==> src/rtl/hamming74_encoder_stream.sv <==
// Streaming Hamming(7,4) encoder with a small output FIFO.
// Optional single-bit error injection on the stored codeword.
module hamming74_encoder_stream #(
    parameter int DEPTH = 4,
    parameter int CNT_W = 16
) (
    input  logic                       clk,
    input  logic                       rst_n,
    input  logic                       in_valid,
    output logic                       in_ready,
    input  logic [3:0]                 in_data,
    input  logic                       inj_en,
    input  logic [2:0]                 inj_pos,
    output logic                       out_valid,
    input  logic                       out_ready,
    output logic [6:0]                 out_code,
    output logic [$clog2(DEPTH):0]     level,
    output logic [CNT_W-1:0]           word_cnt
);

    localparam int AW = $clog2(DEPTH);
    localparam int LW = AW + 1;

    logic [6:0]    mem_q [DEPTH];
    logic [AW-1:0] wr_ptr_q, wr_ptr_d;
    logic [AW-1:0] rd_ptr_q, rd_ptr_d;
    logic [LW-1:0] level_q, level_d;
    logic [CNT_W-1:0] cnt_q, cnt_d;

    logic       full;
    logic       empty;
    logic       push;
    logic       pop;
    logic [6:0] code;
    logic [6:0] flip;
    logic [6:0] wdata;

    // Parity layout matches the partner decoder's syndrome equations.
    always_comb begin
        code[3:0] = in_data;
        code[4]   = in_data[0] ^ in_data[1] ^ in_data[3];
        code[5]   = in_data[0] ^ in_data[2] ^ in_data[3];
        code[6]   = in_data[1] ^ in_data[2] ^ in_data[3];
    end

    always_comb begin
        flip = '0;
        if (inj_en && inj_pos != 3'd7) begin
            flip = 7'(1) << inj_pos;
        end
        wdata = code ^ flip;
    end

    assign full  = (level_q == LW'(DEPTH));
    assign empty = (level_q == '0);
    assign push  = in_valid && !full;
    assign pop   = !empty && out_ready;

    always_comb begin
        wr_ptr_d = wr_ptr_q;
        rd_ptr_d = rd_ptr_q;
        level_d  = level_q;
        cnt_d    = cnt_q;
        if (push) begin
            wr_ptr_d = wr_ptr_q + AW'(1);
            cnt_d    = cnt_q + CNT_W'(1);
        end
        if (pop) begin
            rd_ptr_d = rd_ptr_q + AW'(1);
        end
        unique case ({push, pop})
            2'b10:   level_d = level_q + LW'(1);
            2'b01:   level_d = level_q - LW'(1);
            default: level_d = level_q;
        endcase
    end

    always_ff @(posedge clk or negedge rst_n) begin
        if (!rst_n) begin
            wr_ptr_q <= '0;
            rd_ptr_q <= '0;
            level_q  <= '0;
            cnt_q    <= '0;
        end else begin
            wr_ptr_q <= wr_ptr_d;
            rd_ptr_q <= rd_ptr_d;
            level_q  <= level_d;
            cnt_q    <= cnt_d;
        end
    end

    // Storage is left uncleared; the empty gate on out_code hides stale data.
    always_ff @(posedge clk) begin
        if (push) begin
            mem_q[wr_ptr_q] <= wdata;
        end
    end

    assign in_ready  = !full;
    assign out_valid = !empty;
    assign out_code  = empty ? 7'h00 : mem_q[rd_ptr_q];
    assign level     = level_q;
    assign word_cnt  = cnt_q;

endmodule

==> config.mk <==
export PLATFORM = sky130hd
export DESIGN_NAME = hamming74_encoder_stream
export DESIGN_NICKNAME = d
export VERILOG_FILES = /design/src/rtl/hamming74_encoder_stream.sv
export SDC_FILE = /design/constraint.sdc
export NUM_CORES = 1
export LEC_CHECK = 0
export BUFFER_PORTS_ARGS = -buffer_cell sky130_fd_sc_hd__buf_2
export CAP_MARGIN = 25
export CORE_ASPECT_RATIO = 0.8
export CORE_UTILIZATION = 50
export CTS_CLUSTER_SIZE = 40
export DETAILED_ROUTE_END_ITERATION = 16
export HOLD_SLACK_MARGIN = 0.05
export PLACE_DENSITY = 0.72
export SLEW_MARGIN = 20
export SYNTH_ARGS = -nofsm -noshare
export SYNTH_HDL_FRONTEND = slang
export SYNTH_SLANG_ARGS = --single-unit
==> constraint.sdc <==
create_clock -name clk -period 4.8 [get_ports clk]
set_input_delay 0.48 -clock clk [delete_from_list [all_inputs] [get_ports clk]]
set_output_delay 0.48 -clock clk [all_outputs]
set_load 0.02 [all_outputs]
==> qor.txt, run 1 <==
Power Total -> 1.52 mW
CTS Sinks -> 51
worst vdd ir -> 280 uV
gr usage total -> 18.7%
ratio of cells with drive above 1 in the final layout -> 29.8%
Hold Crit Class -> input port to async pin
Max Cap Viol -> 0
GRT overflow -> 0
CP endpoint kind -> output pin
1st-pass router iterations -> 4
Avg WL per Cell -> 15.6 microns
post-synthesis sequential area ratio -> 60.1%
final setup violation count -> 0
worst-skew pair later-pin latency -> 0.30 ns
Nets -> 223
Antenna diodes -> 0
post-CTS setup buffers -> 0
first-pass GRT wire length -> 6810 microns
Hold Violations, Final -> 0
DRC Markers -> 0
DP HPWL -> 3130 microns
Worst Max-Slew Pin Slew -> 0.672 ns
hold slack -> 0.137 ns
fillcell total -> 358
Tmin final -> 2.40 ns
H-tree depth -> 2
DRT antenna net count -> 0
Syn. warnings -> 0
# rows -> 21
Core Area -> 4360 sq um
Distinct cells, synth -> 31
Synth Net Count -> 181
Reg area -> 1420 sq um
peak fanout along the critical path -> 9
Leakage -> 1.14 nW
vias in the first global route -> 1,406
Final Slew Violations -> 0
vias -> 1,348
Pwr Density -> 565 nW/um^2
Max-slew headroom -> 55.1%
crit path kind -> register to output pin
Crit path required time -> 4.32 ns
DRT iter0 DRCs -> 97
mean area per synthesized cell -> 14.6 sq um
vias per inst -> 5.15
Final Routed Wirelength -> 4090 microns
multi-input logic area -> 883 sq um
number of port buffers -> 39
die area -> 4990 sq um
Mapped Cells -> 162
GPL Wtd Cong -> 0.759
Die H -> 63.4 microns
pin count of the biggest net entering global routing -> 24
unrepaired setup endpoints after global routing -> no
Die W -> 78.8 microns
CTS root buf -> clkbuf_8
FF+latch count, synth -> 51
clk slew on worst S/H paths -> 0.09 ns
PostCTS Resize Cnt -> 0
status -> complete, no violations
CTS buffer count -> 5
Final Util -> 61.8%
mapped cell area -> 2360 sq um
Area Overhead vs Synth -> 14.3%
FMAX -> 417 MHz
Top Ports -> 40
setup TNS -> 0 ns
crit start category -> register
CTS max path bufs -> 2
initial antenna violation count -> 0
Worst Setup Slack, final -> 2.40 ns
initial core utilization -> 54.0%
data arrival time of the worst path -> 1.92 ns
CTS tree -> done
hold_buf cts -> 0
final worst path period share -> 50.0%
Final Skew -> 0.0105 ns
Place WS -> 2.55 ns
-- sequential cells by signal, indices dropped and copies added, names as in the netlist --
signal / cells
level: 3
mem_q: 28
rd_ptr_q: 2
word_cnt: 16
wr_ptr_q: 2
-- Yosys cell counts --
library cell   n  area [sq um]
edfxtp_1      28           841
dfrtp_1       23           576
xnor2_1       19           166
xor2_1        14           123
and2_1        12          75.1
inv_1          7          26.3
mux4_2         7           158
nand3_1        7          35.0
ha_1           6          75.1
nand2_1        6          22.5
nor2_1         5          18.8
and3_1         3          18.8
nand4_1        3          18.8
buf_6          2          22.5
nand4b_1       2          17.5
nor3_2         2          20.0
nor3b_1        2          15.0
and2_4         1          8.76
buf_2          1          5.00
clkbuf_1       1          3.75
fa_1           1          20.0
mux2_4         1          15.0
mux2i_1        1          10.0
nand2_2        1          6.26
nand2b_1       1          6.26
nand4_2        1          12.5
nor2b_1        1          6.26
nor3_1         1          5.00
nor3b_4        1          18.8
o21ai_1        1          5.00
or3_1          1          6.26
-- cells by family after synthesis --
family | after synthesis | synth area share, %
AO/OA/AOI/OAI | 1 | 0.212
XOR/XNOR | 33 | 12.3
adder cells (fa/ha/maj) | 7 | 4.03
buffers and inverters | 11 | 2.44
flip-flops | 51 | 60.1
multiplexers | 9 | 7.75
AND/OR/NAND/NOR | 50 | 13.2
-- layout make-up --
class | count | share of cell area (%)
sequential | 51 | 52.6
timing repair buffer | 39 | 7.24
multi-input combinational | 100 | 32.8
clock inverter | 1 | 0.232
inverter | 7 | 0.975
tap | 57 | 2.65
clock buffer | 7 | 3.57
-- cell usage in the layout, fill, tap and decap left out, types with 2 or more instances in the layout --
| cell | Yosys | layout |
|---|---|---|
| nor2_1 | 5 | 5 |
| xnor2_1 | 19 | 19 |
| edfxtp_1 | 28 | 28 |
| clkbuf_8 | 0 | 7 |
| inv_1 | 7 | 7 |
| and3_1 | 3 | 3 |
| xor2_1 | 14 | 14 |
| mux4_2 | 7 | 7 |
| nand4b_1 | 2 | 2 |
| nand3_1 | 7 | 7 |
| nand2_1 | 6 | 6 |
| dfrtp_1 | 23 | 23 |
| ha_1 | 6 | 6 |
| and2_1 | 12 | 12 |
| nand4_1 | 3 | 3 |
| buf_2 | 1 | 39 |
| nor3_2 | 2 | 2 |
| nor3b_1 | 2 | 2 |
-- critical path: stages, from the launching register on --
cell and delay (ns):
dfrtp_1 0.69, mux4_2 0.59, and2_1 0.18, buf_2 0.16
-- through the flow --
| step | instance area (sq um) | cells |
|---|---|---|
| 2_1_floorplan | 2360 | 162 |
| 3_3_place_gp | 2590 | 254 |
| 3_5_place_dp | 2590 | 254 |
| 4_1_cts | 2700 | 262 |
| 5_1_grt | 2700 | 262 |
| 6_report | 2700 | 262 |
-- metal layers --
metal  GRT usage, %  vias to the layer above  wire length (microns)
li1               -                      648                      -
met1           25.3                      662                   1930
met2           28.9                       30                   1920
met3           5.22                        8                    169
met4           6.94                        0                     64
met5              0                        -                      0
-- power breakdown --
part	leakage, nW	switching, mW	internal [mW]
logic	0.537	0.319	0.253
clock network	0.0548	0.130	0.131
registers	0.551	0.109	0.580
total	1.14	0.559	0.964
-- final timing paths --
check	from	end	slack [ns]	depth (start not counted)
min reg2reg	word_cnt[8]	word_cnt[8]	0.50	1
min in group clk	word_cnt[8]	word_cnt[8]	0.50	1
max in group asynchronous	rst_n	wr_ptr_q[1]	4.32	1
min	rst_n	word_cnt[15]	0.14	1
max	rd_ptr_q[0]	out_code[4]	2.40	3
max reg2reg	level[0]	level[2]	2.56	9
Power figures use the tool's default switching activity.
==> run 2, diff against run 1 <==
Clock period 4.8 ns to 2.4 ns, I/O delays scaled along.
==> qor.txt, run 2 (synthesis results as in run 1) <==
worst-skew pair later-pin latency -> 0.30 ns (about the same)
initial core utilization -> 54.0% (unchanged)
peak fanout along the critical path -> 6 (-3)
CTS max path bufs -> 2 (unchanged)
Area Overhead vs Synth -> 15.7%
gr usage total -> 18.2% (-0.49 points)
DRT antenna net count -> 0 (unchanged)
commonest non-fill, non-tap cell in the layout -> buf_2
status -> complete, no violations
Pwr Density -> 1150 nW/um^2 (+100%)
initial antenna violation count -> 0 (unchanged)
Max-slew headroom -> 65.4% (+10 points)
Final Skew -> 0.0105 ns (+0.00000970 ns)
ratio of cells with drive above 1 in the final layout -> 30.0% (+0.20 points)
crit path kind -> register to register
Hold Violations, Final -> 0 (unchanged)
crit start category -> register
setup TNS -> 0 ns (unchanged)
data arrival time of the worst path -> 2.35 ns (+0.43 ns)
final worst path period share -> 88.6%
first-pass GRT wire length -> 6580 microns (-3.5%)
Final Slew Violations -> 0 (unchanged)
vias -> 1,317 (-2.3%)
clk slew on worst S/H paths -> 0.08 ns (about the same)
DRT iter0 DRCs -> 64 (-34%)
H-tree depth -> 2 (unchanged)
DP HPWL -> 2890 microns (-7.7%)
1st-pass router iterations -> 4 (unchanged)
number of port buffers -> 39 (unchanged)
CP endpoint kind -> register
CTS root buf -> clkbuf_8
pin count of the biggest net entering global routing -> 24 (unchanged)
Reg with most FFs -> mem_q
Worst Max-Slew Pin Slew -> 0.519 ns (-0.153 ns)
Leakage -> 1.16 nW (+1.4%)
final setup violation count -> 0 (unchanged)
unrepaired setup endpoints after global routing -> no
Final Routed Wirelength -> 3930 microns (-3.9%)
Antenna diodes -> 0 (unchanged)
vias in the first global route -> 1,400 (-0.43%)
PostCTS Resize Cnt -> 0 (unchanged)
Final Instance Area -> 2730 sq um (+1.2%)
Max Cap Viol -> 0 (unchanged)
Top Ports -> 40 (unchanged)
# rows -> 21 (unchanged)
CTS buffer count -> 5 (unchanged)
Hold Crit Class -> input port to register
GPL Wtd Cong -> 0.723 (-4.8%)
Die H -> 63.4 microns (unchanged)
Power Total -> 3.13 mW (+110%)
CTS tree -> done
Hold Path Stages -> 3
leading cell types in the layout, fill and taps excluded -> 39 x buf_2, 28 x edfxtp_1, 23 x dfrtp_1
Die W -> 78.8 microns (unchanged)
Core Area -> 4360 sq um (unchanged)
GRT overflow -> 0 (unchanged)
R2R cell count -> 9 (unchanged)
Tmin final -> 2.13 ns
Crit path required time -> 2.62 ns (-1.70 ns)
Final Util -> 62.5% (+0.75 points)
Avg WL per Cell -> 14.9 microns (-4.6%)
Placed Area -> 2600 sq um (+0.29%)
Largest register FFs -> 28 (unchanged)
CTS Sinks -> 51 (unchanged)
die area -> 4990 sq um (unchanged)
FMAX -> 470 MHz
vias per inst -> 4.99 (-3.0%)
worst vdd ir -> 622 uV (+120%)
Nets -> 225 (+0.90%)
DRC Markers -> 0 (unchanged)
==> run 2: final timing paths <==
path,from,to,slack (ns)
setup reg to reg,level[0],level[2],0.27
max in group asynchronous,rst_n,rd_ptr_q[0],1.62
setup / recovery,level[0],level[2],0.27
min in group asynchronous,rst_n,word_cnt[8],0.44
hold reg to reg,word_cnt[15],word_cnt[15],0.47
hold / removal,out_ready,rd_ptr_q[0],0.27
==> run 2: report_power, final <==
group / internal (mW) / leakage, nW / switching (mW) / total [mW]
combinational: 0.512 / 0.546 / 0.652 / 1.16
clock: 0.337 / 0.0612 / 0.261 / 0.598
sequential: 1.16 / 0.551 / 0.208 / 1.37
total: 2.01 / 1.16 / 1.12 / 3.13
==> run 2: area by class of cell <==
cell class                 instances  area [sq um]
clock buffer                       6          82.6
clock inverter                     2          35.0
fill                             341          1630
inverter                           7          26.3
multi-input combinational        100           883
sequential                        51          1420
tap                               57          71.3
timing repair buffer              41           213
==> run 2: worst max-delay path, stage by stage, from the launching register on <==
cell	delay (ns)
dfrtp_1	0.45
nor3b_4	0.34
nor2b_1	0.11
inv_1	0.07
ha_1	0.19
inv_1	0.08
fa_1	0.37
xor2_1	0.15
nor2_1	0.11
xor2_1	0.16
==> run 2: repair_timing <==
| item | CTS | global route |
|---|---|---|
| hold buffers | 1 | 0 |
| buffers inserted | 0 | 0 |
| hold endpoints to repair | 23 | 0 |
==> run 2: metrics by stage <==
| stage | cells | hold WS [ns] | setup WS [ns] |
|---|---|---|---|
| after floorplan | 162 | -0.0556 | 0.283 |
| after global placement | 255 | 0.226 | 0.419 |
| after detailed placement | 255 | 0.241 | 0.314 |
| after CTS | 264 | 0.263 | 0.235 |
| after global routing | 264 | 0.272 | 0.121 |
| final | 264 | 0.272 | 0.273 |
==> run 2: metal layers <==
metal  up-vias  track usage (%)  share of wire (%)
met5         -                0                  0
met4         0             6.94                1.5
met1       627             23.8                 50
li1        655                -                  -
met2        27             29.2                 45
met3         8             4.78                3.5
